===== src/rtl/md_issue_ctrl.sv =====
// md_issue_ctrl: E-stage issue/stall control in front of the multiply/divide unit
module md_issue_ctrl #(
    parameter int MULT_CYCLES = 5,
    parameter int DIV_CYCLES  = 10,
    parameter int CNT_W       = 4
) (
    input  logic             clk,
    input  logic             reset,
    input  logic             IntReq,
    input  logic [3:0]       D_md_op,
    input  logic [31:0]      D_rs,
    input  logic [31:0]      D_rt,
    output logic [7:0]       E_ALUop,
    output logic [31:0]      E_regA,
    output logic [31:0]      E_regB,
    output logic [1:0]       E_mf_sel,
    output logic             stall,
    output logic [CNT_W-1:0] busy_cnt,
    output logic             done
);
    typedef enum logic [1:0] {IDLE, MULT_RUN, DIV_RUN} state_t;

    state_t           state, state_n;
    logic [CNT_W-1:0] cnt_n;
    logic             done_n;
    logic             d_is_md, e_start, issue;
    logic [7:0]       alu_n;
    logic [1:0]       mf_n;

    // Hazard detection: an MD op in D must wait while the unit is starting or running
    always_comb begin
        d_is_md = (D_md_op >= 4'd1) && (D_md_op <= 4'd8);
        e_start = (E_ALUop >= 8'd24) && (E_ALUop <= 8'd27) && !IntReq;
        stall   = d_is_md && ((state != IDLE) || e_start);
        issue   = d_is_md && !stall && !IntReq;
    end

    // Decode the D-stage MD op into the unit opcode and the HI/LO read select
    always_comb begin
        alu_n = 8'd0;
        mf_n  = 2'b00;
        case (D_md_op)
            4'd1: alu_n = 8'd24;
            4'd2: alu_n = 8'd25;
            4'd3: alu_n = 8'd26;
            4'd4: alu_n = 8'd27;
            4'd5: alu_n = 8'd28;
            4'd6: alu_n = 8'd29;
            4'd7: mf_n  = 2'b01;
            4'd8: mf_n  = 2'b10;
            default: ;
        endcase
    end

    // D->E pipeline register; interrupts and stalls insert an all-zero bubble
    always_ff @(posedge clk) begin
        if (reset || !issue) begin
            E_ALUop  <= 8'd0;
            E_mf_sel <= 2'b00;
            E_regA   <= 32'd0;
            E_regB   <= 32'd0;
        end else begin
            E_ALUop  <= alu_n;
            E_mf_sel <= mf_n;
            E_regA   <= D_rs;
            E_regB   <= D_rt;
        end
    end

    // Busy tracker next state: loads the unit latency on start, counts down, pulses done
    always_comb begin
        state_n = state;
        cnt_n   = busy_cnt;
        done_n  = 1'b0;
        case (state)
            IDLE: begin
                if (e_start) begin
                    state_n = (E_ALUop < 8'd26) ? MULT_RUN : DIV_RUN;
                    cnt_n   = (E_ALUop < 8'd26) ? CNT_W'(MULT_CYCLES) : CNT_W'(DIV_CYCLES);
                end
            end
            default: begin
                if (busy_cnt > CNT_W'(1)) begin
                    cnt_n = busy_cnt - CNT_W'(1);
                end else begin
                    state_n = IDLE;
                    cnt_n   = '0;
                    done_n  = 1'b1;
                end
            end
        endcase
    end

    // Busy tracker state register
    always_ff @(posedge clk) begin
        if (reset) begin
            state    <= IDLE;
            busy_cnt <= '0;
            done     <= 1'b0;
        end else begin
            state    <= state_n;
            busy_cnt <= cnt_n;
            done     <= done_n;
        end
    end
endmodule

===== config.mk =====
export PLATFORM = sky130hd
export DESIGN_NAME = md_issue_ctrl
export DESIGN_NICKNAME = d
export VERILOG_FILES = /design/src/rtl/md_issue_ctrl.sv
export SDC_FILE = /design/constraint.sdc
export NUM_CORES = 1
export LEC_CHECK = 0
export CAP_MARGIN = 30
export CORE_MARGIN = 2
export CORE_UTILIZATION = 40
export DETAILED_ROUTE_END_ITERATION = 7
export PLACE_DENSITY_LB_ADDON = 0.1
export REMOVE_ABC_BUFFERS = 1
export SLEW_MARGIN = 10
export SYNTH_ARGS = -nofsm -noshare
export SYNTH_HDL_FRONTEND = slang
export SYNTH_SLANG_ARGS = --single-unit

===== constraint.sdc =====
create_clock -name clk -period 2 [get_ports clk]
set_input_delay 0.2 -clock clk [delete_from_list [all_inputs] [get_ports clk]]
set_output_delay 0.2 -clock clk [all_outputs]
set_load 0.01 [all_outputs]

**Word level (Yosys, flattened, before mapping)**

Cells that the tools add are included.

- Register bits after elaboration: 81
- Output and inout port bits: 80
- Word-level logic and storage cells: 50

- $add $sub $neg: 1
- Magnitude comparators: 6
- Equal/unequal tests: 10
- Multiplexer cells: 11
- Reductions and logical operators: 15

Operators by type and width:

| kind | count |
|---|---|
| one-hot mux 5 bit (6 select lines) | 1 |
| == test 4 x 3 -> 1 bit, second input constant | 4 |
| two-way mux 4 bit | 4 |
| == test 4 x 2 -> 1 bit, second input constant | 2 |
| >= comparator 8 x 5 -> 1 bit, second input constant | 1 |
| less-or-equal comparator 8 x 5 -> 1 bit, second input constant | 1 |
| < comparator 8 x 5 -> 1 bit, second input constant | 1 |
| two-way mux 2 bit | 4 |
| logical AND 1 bit | 6 |
| == test 4 x 1 -> 1 bit, second input constant | 1 |
| == test 4 bit, second input constant | 1 |
| >= comparator 4 x 1 -> 1 bit, second input constant | 1 |
| > comparator 4 x 1 -> 1 bit, second input constant | 1 |
| less-or-equal comparator 4 bit, second input constant | 1 |
| one-hot mux 2 bit (2 select lines) | 1 |
| subtractor 4 x 1 -> 4 bit, second input constant | 1 |
| zero test 1 bit | 3 |
| zero test 2 bit | 1 |
| logical OR 1 bit | 2 |
| inequality test 2 x 1 -> 1 bit, second input constant | 1 |
| inequality test 2 bit, second input constant | 1 |
| AND reduction 2 bit | 1 |
| nonzero test 2 bit | 1 |
| OR reduction 2 bit | 1 |
| two-way mux 1 bit | 1 |

**Logic depth before layout (Yosys ltp)**

Gate-level depths: netlist of run 1.

- Depth in word-level cells: 10
- Gate-level depth with buffers: 6
- Gate-level depth less buffers: 6

**Worst setup path before layout of run 1**

No wires, ideal clock.

- Path type: register to register
- Start: register E_ALUop[3]
- End: register busy_cnt[3]
- Setup time: 0.130 ns
- Arrival time: 1.257 ns
- Data required time: 1.870 ns
- Path slack: 0.613 ns
- Stages on the path, launching flop included: 5
- Path buffers: 0
- Clock period less this slack: 1.387 ns
- Cells stage by stage: dfxtp_1 or3b_2 o21ai_1 o2bb2ai_1 a211oi_1

- Word-level cells in the longest chain between the ends: 4
- Elaborated cells between the ends (all ways): 9
- Those cells by class: order compare (3); eq/ne (1); mux (3); reduce/logical (2)

RTL lines:

| element | RTL line | text |
|---|---|---|
| from (decl) | 13 | `output logic [7:0] E_ALUop,` |
| from (signal assigned) | 63 | `E_ALUop <= alu_n;` |
| < comparator 8 x 5 -> 1 bit, or another cell as far along | 79 | `cnt_n = (E_ALUop < 8'd26) ? CNT_W'(MULT_CYCLES) : CNT_W'(DIV_CYCLES);` |
| two-way mux 4 bit / logical AND 1 bit (equally long branches) | 79, 33 |  |
| two-way mux 4 bit / logical AND 1 bit (equally long branches) | 77, 33 |  |
| two-way mux 4 bit / inequality test 2 bit (equally long branches) | n/a |  |
| to (signal assigned) | 102 | `busy_cnt <= cnt_n;` |
| to (decl) | 18 | `output logic [CNT_W-1:0] busy_cnt,` |

Parallel ways exist; a longest one is shown, timed or not. The select of a mux whose other input is x is not followed.
A chain may end at the register's enable or synchronous reset.

**Worst setup path in the final report of run 1**

- Start: register E_ALUop[3]
- End: output stall

- Word-level cells in the longest chain between the ends: 5
- Elaborated cells between the ends (all ways): 6
- Those cells by class: order compare (2); reduce/logical (4)

RTL lines:

| element | RTL line | text |
|---|---|---|
| >= comparator 8 x 5 -> 1 bit / less-or-equal comparator 8 x 5 -> 1 bit (equally long branches) | 33 | `e_start = (E_ALUop >= 8'd24) && (E_ALUop <= 8'd27) && !IntReq;` |
| logical AND 1 bit (*) (2 in series) | 33 |  |
| logical OR 1 bit (*) | 34 | `stall = d_is_md && ((state != IDLE) \|\| e_start);` |
| logical AND 1 bit (*) | 34 |  |
| to (decl) | 17 | `output logic stall,` |

Mark *: on every way between the ends. The rest lies on a longest branch, timed or not.

==> out/qor.yml, run 1 <==
status: "finished, final reports clean"
core.rowCount: 28
cts_setup_buffers: 0
cts_inserted_buffers: 9
place_area_um2: 4060
crit_slowest_cell: "or3b_2"
syn_area_per_cell_um2: 11.7
design_area_um2: 4290
critPathMaxFanout: 5
layout_commonest_cell: "clkdlybuf4s50_1"
worst-path-stages: 3
maxCapViolations: 0
clkSinkCount: 77
r2r_cells: 5
finalSetupTns_ns: 0
crit_arrival_ns: 1.64
place_congestion: 0.776
final_antenna_net_count: 0
yosysTopAreaCellShare_pct: 61.5
peakVddDrop_v: 0.000614
ys_warn_count: 0
async_flop_share_pct: 0
hold_violations: 0
p_total_mw: 3.37
antenna_found_initial: 0
synth_seq_area_share_pct: 61.5
grtUsageMet2_pct: 28.5
final_core_util_pct: 71.7
hold_class: "in2reg"
start_kind: "flip-flop"
syn2layout_area_growth_pct: 71.4
drc: 0
rsz0062_at_grt: "no"
cts_tree: "yes"
yosys-top-cells-area: "dfxtp_1 62%, and2_4 12%, and2_1 7.7%"
static-leakage-power_nw: 1.72
cts.repair.resized: 1
worstSkewPairLatency_ns: 0.34
ys_ff_latch: 77
portBuffers: 147
vias_per_cell: 4.35
worstPathRequired_ns: 1.80
top_usage_layer: "met2"
crit_buf_inv: 1
track_usage_pct: 16.7
drive_gt1_share_pct: 16.7
criticalPathCategory: "reg2out"
gr-total-overflow: 0
num_antenna_cells: 0
die_y_um: 83.1
drt_wl_total_um: 5750
skew_ns: 0.00581
syn_area_um2: 2500
powerDensity_nw_per_um2: 784
drt_iter0_drc: 40
grt_start_max_net_pins: 65
slowest_delay_ns: 0.47
drtPass1Iterations: 4
path_cells: "or3b_2 > a21oi_1 > dlygate4sd2_1"
fmaxAchievable_ghz: 0.544
finalMaxSlewViolations: 0
nFillCells: 444
initial_utilization_pct: 41.8
ys.flop_type: "dfxtp_1"
critPathTopFamily: "simple AND/OR/NAND/NOR gates"
die-area_um2: 6910
nets: 445
wl_per_cell_um: 12.7
fin_crit_ns: 1.84
clk_pin_slew_ns: 0.08
r2r-start: "E_ALUop[3]$_SDFF_PP0_"
grt_pass1_wl_um: 8920
postSynthCellCount: 214
ctsHtreeMaxLevel: 3
yosys.area.top_type: "dfxtp_1"
synth_edf_count: 0
dp_hpwl_um: 4330
critical_path.endpoint: "stall"
cts_buffer_depth: 2
vias: 1964
root_buffer: "clkbuf_8"
r2r_slack_ns: 0.45
final_cell_mix: "146 x clkdlybuf4s50_1, 77 x dfxtp_1, 33 x and2_4"
r2r-end: "busy_cnt[3]$_SDFFE_PP0P_"
synth_cell_type_count: 35
grt_use_met3_pct: 10.2
crit_start: "E_ALUop[3]$_SDFF_PP0_"
grt_use_met1_pct: 15.6
worstSetupEndpointType: "primary output"
fin_crit_sh_pct: 91.9
holdBufCountCts: 0
ios: 151
grt_pass1_vias: 1938
die_w_um: 83.1
finalSetupViolCount: 0
core-area_um2: 5990
## power by group
group / total (mW) / internal, mW / leakage [nW] / switching [mW]
Clock: 1.38 / 0.829 / 0.116 / 0.546
Combinational: 0.393 / 0.266 / 0.976 / 0.126
Sequential: 1.60 / 1.58 / 0.626 / 0.0176
Total: 3.37 / 2.68 / 1.72 / 0.690
## cells by family after synthesis
kind of cell	count (synthesis)	synth area share (%)
xor+xnor	2	0.999
simple gates	101	27.3
compound gates	17	4.55
flops	77	61.5
fa+ha+maj	2	0.999
buf+inv	14	4.50
other cells	1	0.150
## sequential cells by signal, summed over array words and instances, names as in the netlist
register  flops
E_regA       32
done          1
E_ALUop       4
busy_cnt      4
E_regB       32
E_mf_sel      2
state         2
## synthesized netlist by cell type (2+ instances only)
cell,instances
buf_4,4
a21oi_1,6
buf_6,6
nor2_1,14
dfxtp_1,77
a21o_1,2
nor3_1,5
nor2_4,2
and2_4,33
and2_1,31
or3_1,2
nand2b_1,2
nand2_1,5
inv_1,3
ha_1,2
## how the worst min path moves through the flow
stage	startpoint	end	slack [ns]	cells past startpoint
2_1_floorplan	reset	busy_cnt[0]$_SDFFE_PP0P_	0.27	1
3_3_place_gp	busy_cnt[1]$_SDFFE_PP0P_	busy_cnt[1]$_SDFFE_PP0P_	0.53	2
3_5_place_dp	busy_cnt[1]$_SDFFE_PP0P_	busy_cnt[1]$_SDFFE_PP0P_	0.54	2
4_1_cts	D_rt[16]	E_regB[16]$_SDFF_PP0_	0.39	2
5_1_grt	D_rt[2]	E_regB[2]$_SDFF_PP0_	0.40	2
6_report	D_rt[16]	E_regB[16]$_SDFF_PP0_	0.41	2
## layout make-up
type / instances / area, um2 / area share, %
Tap cell: 75 / 93.8 / 2.19
Multi-Input combinational cell: 125 / 858 / 20.0
Clock inverter: 6 / 111 / 2.59
Inverter: 3 / 11.3 / 0.262
Timing Repair Buffer: 156 / 1550 / 36.1
Clock buffer: 10 / 128 / 2.97
Sequential cell: 77 / 1540 / 35.9
## routing by layer
layer,vias to the layer above,share of wire (%)
li1,987,-
met1,874,35
met2,91,52
met3,12,11
met4,0,2.3
met5,-,0
## stage by stage
step                      instances  hold slack (ns)  worst slack [ns]
after floorplan                 205            0.269             0.395
after global placement          436            0.526            0.0315
after detailed placement        436            0.541           -0.0185
after CTS                       452            0.391             0.128
after global routing            452            0.397             0.103
final                           452            0.412             0.163
(Power assumes the default switching activity.)
==> inputs of run 2 (changes only) <==
- SETUP_SLACK_MARGIN: default -> 0.4
==> run 2 against run 1 <==
Net effect: flip-flop and latch count is the same; power grew 0.13%; clock skew about the same; combinational power is essentially flat; count of clock-buffer cells in the layout unchanged; wire length increased by 0.38%; register-to-register slack improved by 0.05 ns; clock power about the same; hold slack is essentially flat; cell area is 0.15% higher; critical path depth grew 4; non-clock buffer count is the same; largest power group unchanged.
==> out/qor.yml, run 2 (synthesis gave the netlist of run 1 again) <==
crit_slowest_cell: "clkdlybuf4s50_1"
final_antenna_net_count: 0
slowest_delay_ns: 0.49
start_kind: "input pin"
finalSetupViolCount: 0
final_core_util_pct: 71.8
place_congestion: 0.776
crit_start: "D_md_op[0]"
worstPathRequired_ns: 2.27
maxCapViolations: 0
powerDensity_nw_per_um2: 784
portBuffers: 147
clkPwrFrac_pct: 40.9
die-area_um2: 6910
nFillCells: 443
p_sw_mw: 0.694
ctsHtreeMaxLevel: 3
die_w_um: 83.1
cts_tree: "yes"
r2r-start: "state[1]$_SDFFE_PP0P_"
fmaxAchievable_ghz: 0.644
power_frac_seq_pct: 47.4
clkSinkCount: 77
peakVddDrop_v: 0.000612
fin_crit_ns: 1.55
vias_per_cell: 4.37
comb_power_share_pct: 11.7
swShare_pct: 20.6
grt_pass1_wl_um: 8940
core-area_um2: 5990
hold_start: "D_rt[22]"
crit_arrival_ns: 1.83
finalMaxSlewViolations: 0
status: "finished, final reports clean"
vias: 1976
clk_pin_slew_ns: 0.08
fin_crit_sh_pct: 77.7
layout_commonest_cell: "clkdlybuf4s50_1"
rsz0062_at_grt: "yes"
final_cell_mix: "146 x clkdlybuf4s50_1, 74 x dfxtp_1, 33 x and2_4"
syn2layout_area_growth_pct: 71.7
die_y_um: 83.1
static-leakage-power_nw: 1.72
skew_ns: 0.00585
criticalPathCategory: "in2reg"
cts_inserted_buffers: 9
cts_buffer_depth: 2
initial_utilization_pct: 41.8
gr-total-overflow: 0
drt_wl_total_um: 5770
num_antenna_cells: 0
hold_violations: 0
wl_per_cell_um: 12.8
drc: 0
root_buffer: "clkbuf_8"
top_regs: "E_regA x32, E_regB x32"
nets: 445
worstSetupEndpointType: "flip-flop"
critPathMaxFanout: 64
p_int_mw: 2.68
hold_class: "in2reg"
grt_pass1_vias: 1943
dp_hpwl_um: 4330
ios: 151
drive_gt1_share_pct: 18.0
core.rowCount: 28
drt_iter0_drc: 40
drtPass1Iterations: 4
track_usage_pct: 16.7
whs_ns: 0.412
grt_start_max_net_pins: 65
antenna_found_initial: 0
worstSkewPairLatency_ns: 0.34
path_cells: "clkdlybuf4s50_1 > nor3_4 > xor2_2 > buf_4 > nor2_4 > buf_12 > and2_1"
[run 2: cell types whose count changed in the layout (fill, tap and decap cells not counted), sizes merged]
cell | before | now
buf | 9 | 10
dlygate4sd2 | 1 | 0
[run 2: final cells by class]
class | instances | area [um2] | share of cell area (%)
Multi-Input combinational cell | 125 | 865 | 20.1
Clock buffer | 10 | 128 | 2.97
Tap cell | 75 | 93.8 | 2.18
Timing Repair Buffer | 156 | 1550 | 36.0
Sequential cell | 77 | 1550 | 35.9
Inverter | 3 | 11.3 | 0.262
Clock inverter | 6 | 111 | 2.59
[run 2: per-stage QoR]
stage | cells | setup slack, ns | cell area, um2 | power [mW] | TNS, ns
after floorplan | 205 | 0.395 | 2410 | 1.75 | 0
after global placement | 436 | 0.0315 | 4060 | 2.02 | 0
final | 452 | 0.447 | 4300 | 3.37 | 0
after global routing | 452 | 0.387 | 4300 | 3.51 | 0
after detailed placement | 436 | -0.0185 | 4060 | 2.03 | -0.0185
after CTS | 452 | 0.410 | 4300 | 3.42 | 0
[run 2: final timing paths]
| kind | end | slack (ns) | cells past startpoint |
|---|---|---|---|
| hold reg to reg | busy_cnt[1]$_SDFFE_PP0P_ | 0.55 | 2 |
| setup / recovery | E_regA[31]$_SDFF_PP0_ | 0.45 | 7 |
| setup reg to reg | E_regA[31]$_SDFF_PP0_ | 0.50 | 5 |
| hold / removal | E_regB[22]$_SDFF_PP0_ | 0.41 | 2 |
[run 2: repair_timing]
| action | in CTS | in global routing |
|---|---|---|
| hold buffers | 0 | 0 |
| setup buffers | 0 | 0 |
| endpoints found under the setup margin | 1 | 3 |
| resized for setup | 7 | 2 |
| pin swaps | 0 | 1 |
[run 2: power groups by stage]
stage	clock network, mW	registers (mW)	logic [mW]
final	1.38	1.60	0.394
after global routing	1.49	1.60	0.421
after CTS	1.42	1.60	0.398
after detailed placement	0	1.63	0.395
after global placement	0	1.63	0.388
after floorplan	0	1.66	0.0959
[run 2: routing by layer]
layer	global-route usage (%)	wire, um	part of all wire [%]
met3	10.2	647	11
met2	28.6	2980	52
met5	0	0	0
met4	7.90	129	2.2
met1	15.6	2020	35
[run 2: worst max-delay path, delay by kind of cell]
family | cells | cell delay [ns]
XOR/XNOR | 1 | 0.12
buffers and inverters | 3 | 0.89
AND/OR/NAND/NOR | 3 | 0.58
==> inputs of run 3 (changes only) <==
- CORE_UTILIZATION: 40 -> 33
- clock period: 2 -> 1.29 ns (I/O delays scaled with it)
==> run 3 against run 2 <==
Net effect: the run now ends with negative setup slack left; clock skew rose by 0.0042 ns; via count is 11% higher; critical path depth grew 2; sequential power up 56%; first-iteration DRC count fell by 45%; worst setup slack worse by 0.58 ns; register-to-register slack got worse by 0.64 ns; non-clock buffer count up 42; die area increased by 20%; clock power rose by 32%; sequential share of layout area down 3.9 points; flip-flop and latch count unchanged; critical endpoint is now E_regB[15]$_SDFF_PP0_; highest routed layer unchanged.
==> out/qor.yml, run 3 (synthesis gave the netlist of run 1 again) <==
finalNonFillerCells: 517
worstSkewPairLatency_ns: 0.34
place_congestion: 0.770
cts_tree: "yes"
clk_pin_slew_ns: 0.08
rsz0062_at_grt: "yes"
core-area_um2: 7290
p_total_mw: 5.14
clkSinkCount: 77
wl_per_cell_um: 14.5
die-area_um2: 8300
finalSetupViolCount: 71
start_kind: "flip-flop"
powerDensity_nw_per_um2: 1030
hold_class: "in2reg"
regArea_um2: 1610
maxCapViolations: 0
drc: 0
multiInputGateArea_um2: 1040
slowest_delay_ns: 0.32
finalSetupTns_ns: -6.87
critPathMaxFanout: 6
root_buffer: "clkbuf_8"
antenna_found_initial: 0
ios: 151
layout_commonest_cell: "clkdlybuf4s50_1"
place_area_um2: 4190
die_y_um: 91.1
finalMaxSlewViolations: 0
static-leakage-power_nw: 2.25
drive_gt1_share_pct: 62.2
vias: 2195
grt_pass1_vias: 2145
peakVddDrop_v: 0.000502
top_regs: "E_regA x32, E_regB x32"
crit_slowest_cell: "dfxtp_2"
design_area_um2: 5010
grt_start_max_net_pins: 27
portBuffers: 147
dp_hpwl_um: 4560
cts_inserted_buffers: 9
drtPass1Iterations: 4
criticalPathCategory: "reg2reg"
violations: "negative setup slack"
num_antenna_cells: 0
cts_buffer_depth: 2
status: "complete, but fails checks"
worstPathRequired_ns: 1.57
fin_crit_sh_pct: 111
dpl.cell_count: 472
worstSetupEndpointType: "flip-flop"
drt_wl_total_um: 7510
fin_crit_ns: 1.43
final_core_util_pct: 68.7
drt_iter0_drc: 22
crit_buf_inv: 5
initial_utilization_pct: 34.4
layout_setup_ws_ns: -0.138
gr-total-overflow: 0
syn2layout_area_growth_pct: 99.9
fmaxAchievable_ghz: 0.700
final_cell_mix: "67 x clkdlybuf4s50_1, 57 x buf_6, 44 x and2_4"
vias_per_cell: 4.25
final_antenna_net_count: 0
crit_arrival_ns: 1.71
track_usage_pct: 17.1
grt_pass1_wl_um: 11000
nets: 487
critPathTopFamily: "buffers and inverters"
core.rowCount: 31
path_cells: "buf_4 > buf_6 > nand2b_4 > nand3_4 > nor2_4 > buf_12 > buf_8 > clkbuf_16 > and2_4"
nFillCells: 584
ctsHtreeMaxLevel: 3
die_w_um: 91.1
skew_ns: 0.0100
hold_violations: 0
run 3: cell count changes in the layout (fill, tap and decap cells not counted), sizes merged:
cell,change
buf,+114
bufinv,-2
clkbuf,+4
clkdlybuf4s50,-79
dlygate4sd2,+3
inv,+1
run 3: tightest hold or removal path: stages:
cell and delay (ns):
dlygate4sd2_1 0.26, buf_4 0.16, nor3_2 0.04
run 3: power by group:
group	internal, mW	switching (mW)
Combinational	0.560	0.278
Sequential	2.45	0.0341
Clock	0.943	0.873
run 3: timing repair:
item,CTS,global route
setup endpoints to repair,154,154
setup buffers,18,2
pin swaps,19,18
cloned,5,5
gates resized for setup,394,75
hold buffers,0,0
run 3: cell type report:
class                           instances  area share [%]
Clock inverter                          5            1.20
Inverter                                3           0.325
Multi-Input combinational cell        125            20.7
Clock buffer                           10            2.75
Timing Repair Buffer                  198            40.4
Tap cell                               99            2.47
Sequential cell                        77            32.1
run 3: metrics by stage:
step,setup WS (ns),hold WS (ns)
after CTS,-0.153,0.289
after detailed placement,-0.562,0.579
after global placement,-0.537,0.567
after floorplan,-0.315,0.198
final,-0.138,0.294
after global routing,-0.213,0.287
run 3: path summary, 6_finish.rpt:
check                                            from               endpoint  slack (ns)  cells after the start
worst max register to register  E_ALUop[3]$_SDFF_PP0_  E_regB[15]$_SDFF_PP0_       -0.14                      9
worst min-delay path                       D_md_op[0]  E_ALUop[0]$_SDFF_PP0_        0.29                      3
worst min register to register  state[0]$_SDFFE_PP0P_  state[0]$_SDFFE_PP0P_        0.57                      2
worst max-delay path            E_ALUop[3]$_SDFF_PP0_  E_regB[15]$_SDFF_PP0_       -0.14                      9
run 3: per-layer routing:
layer  vias up  global-route usage (%)  routed length, um
met5         -                       0                  0
met1       990                    18.9               2910
met3        20                    4.98                514
met4         0                    8.59                213
met2       110                    29.8               3870
li1       1075                       -                  -
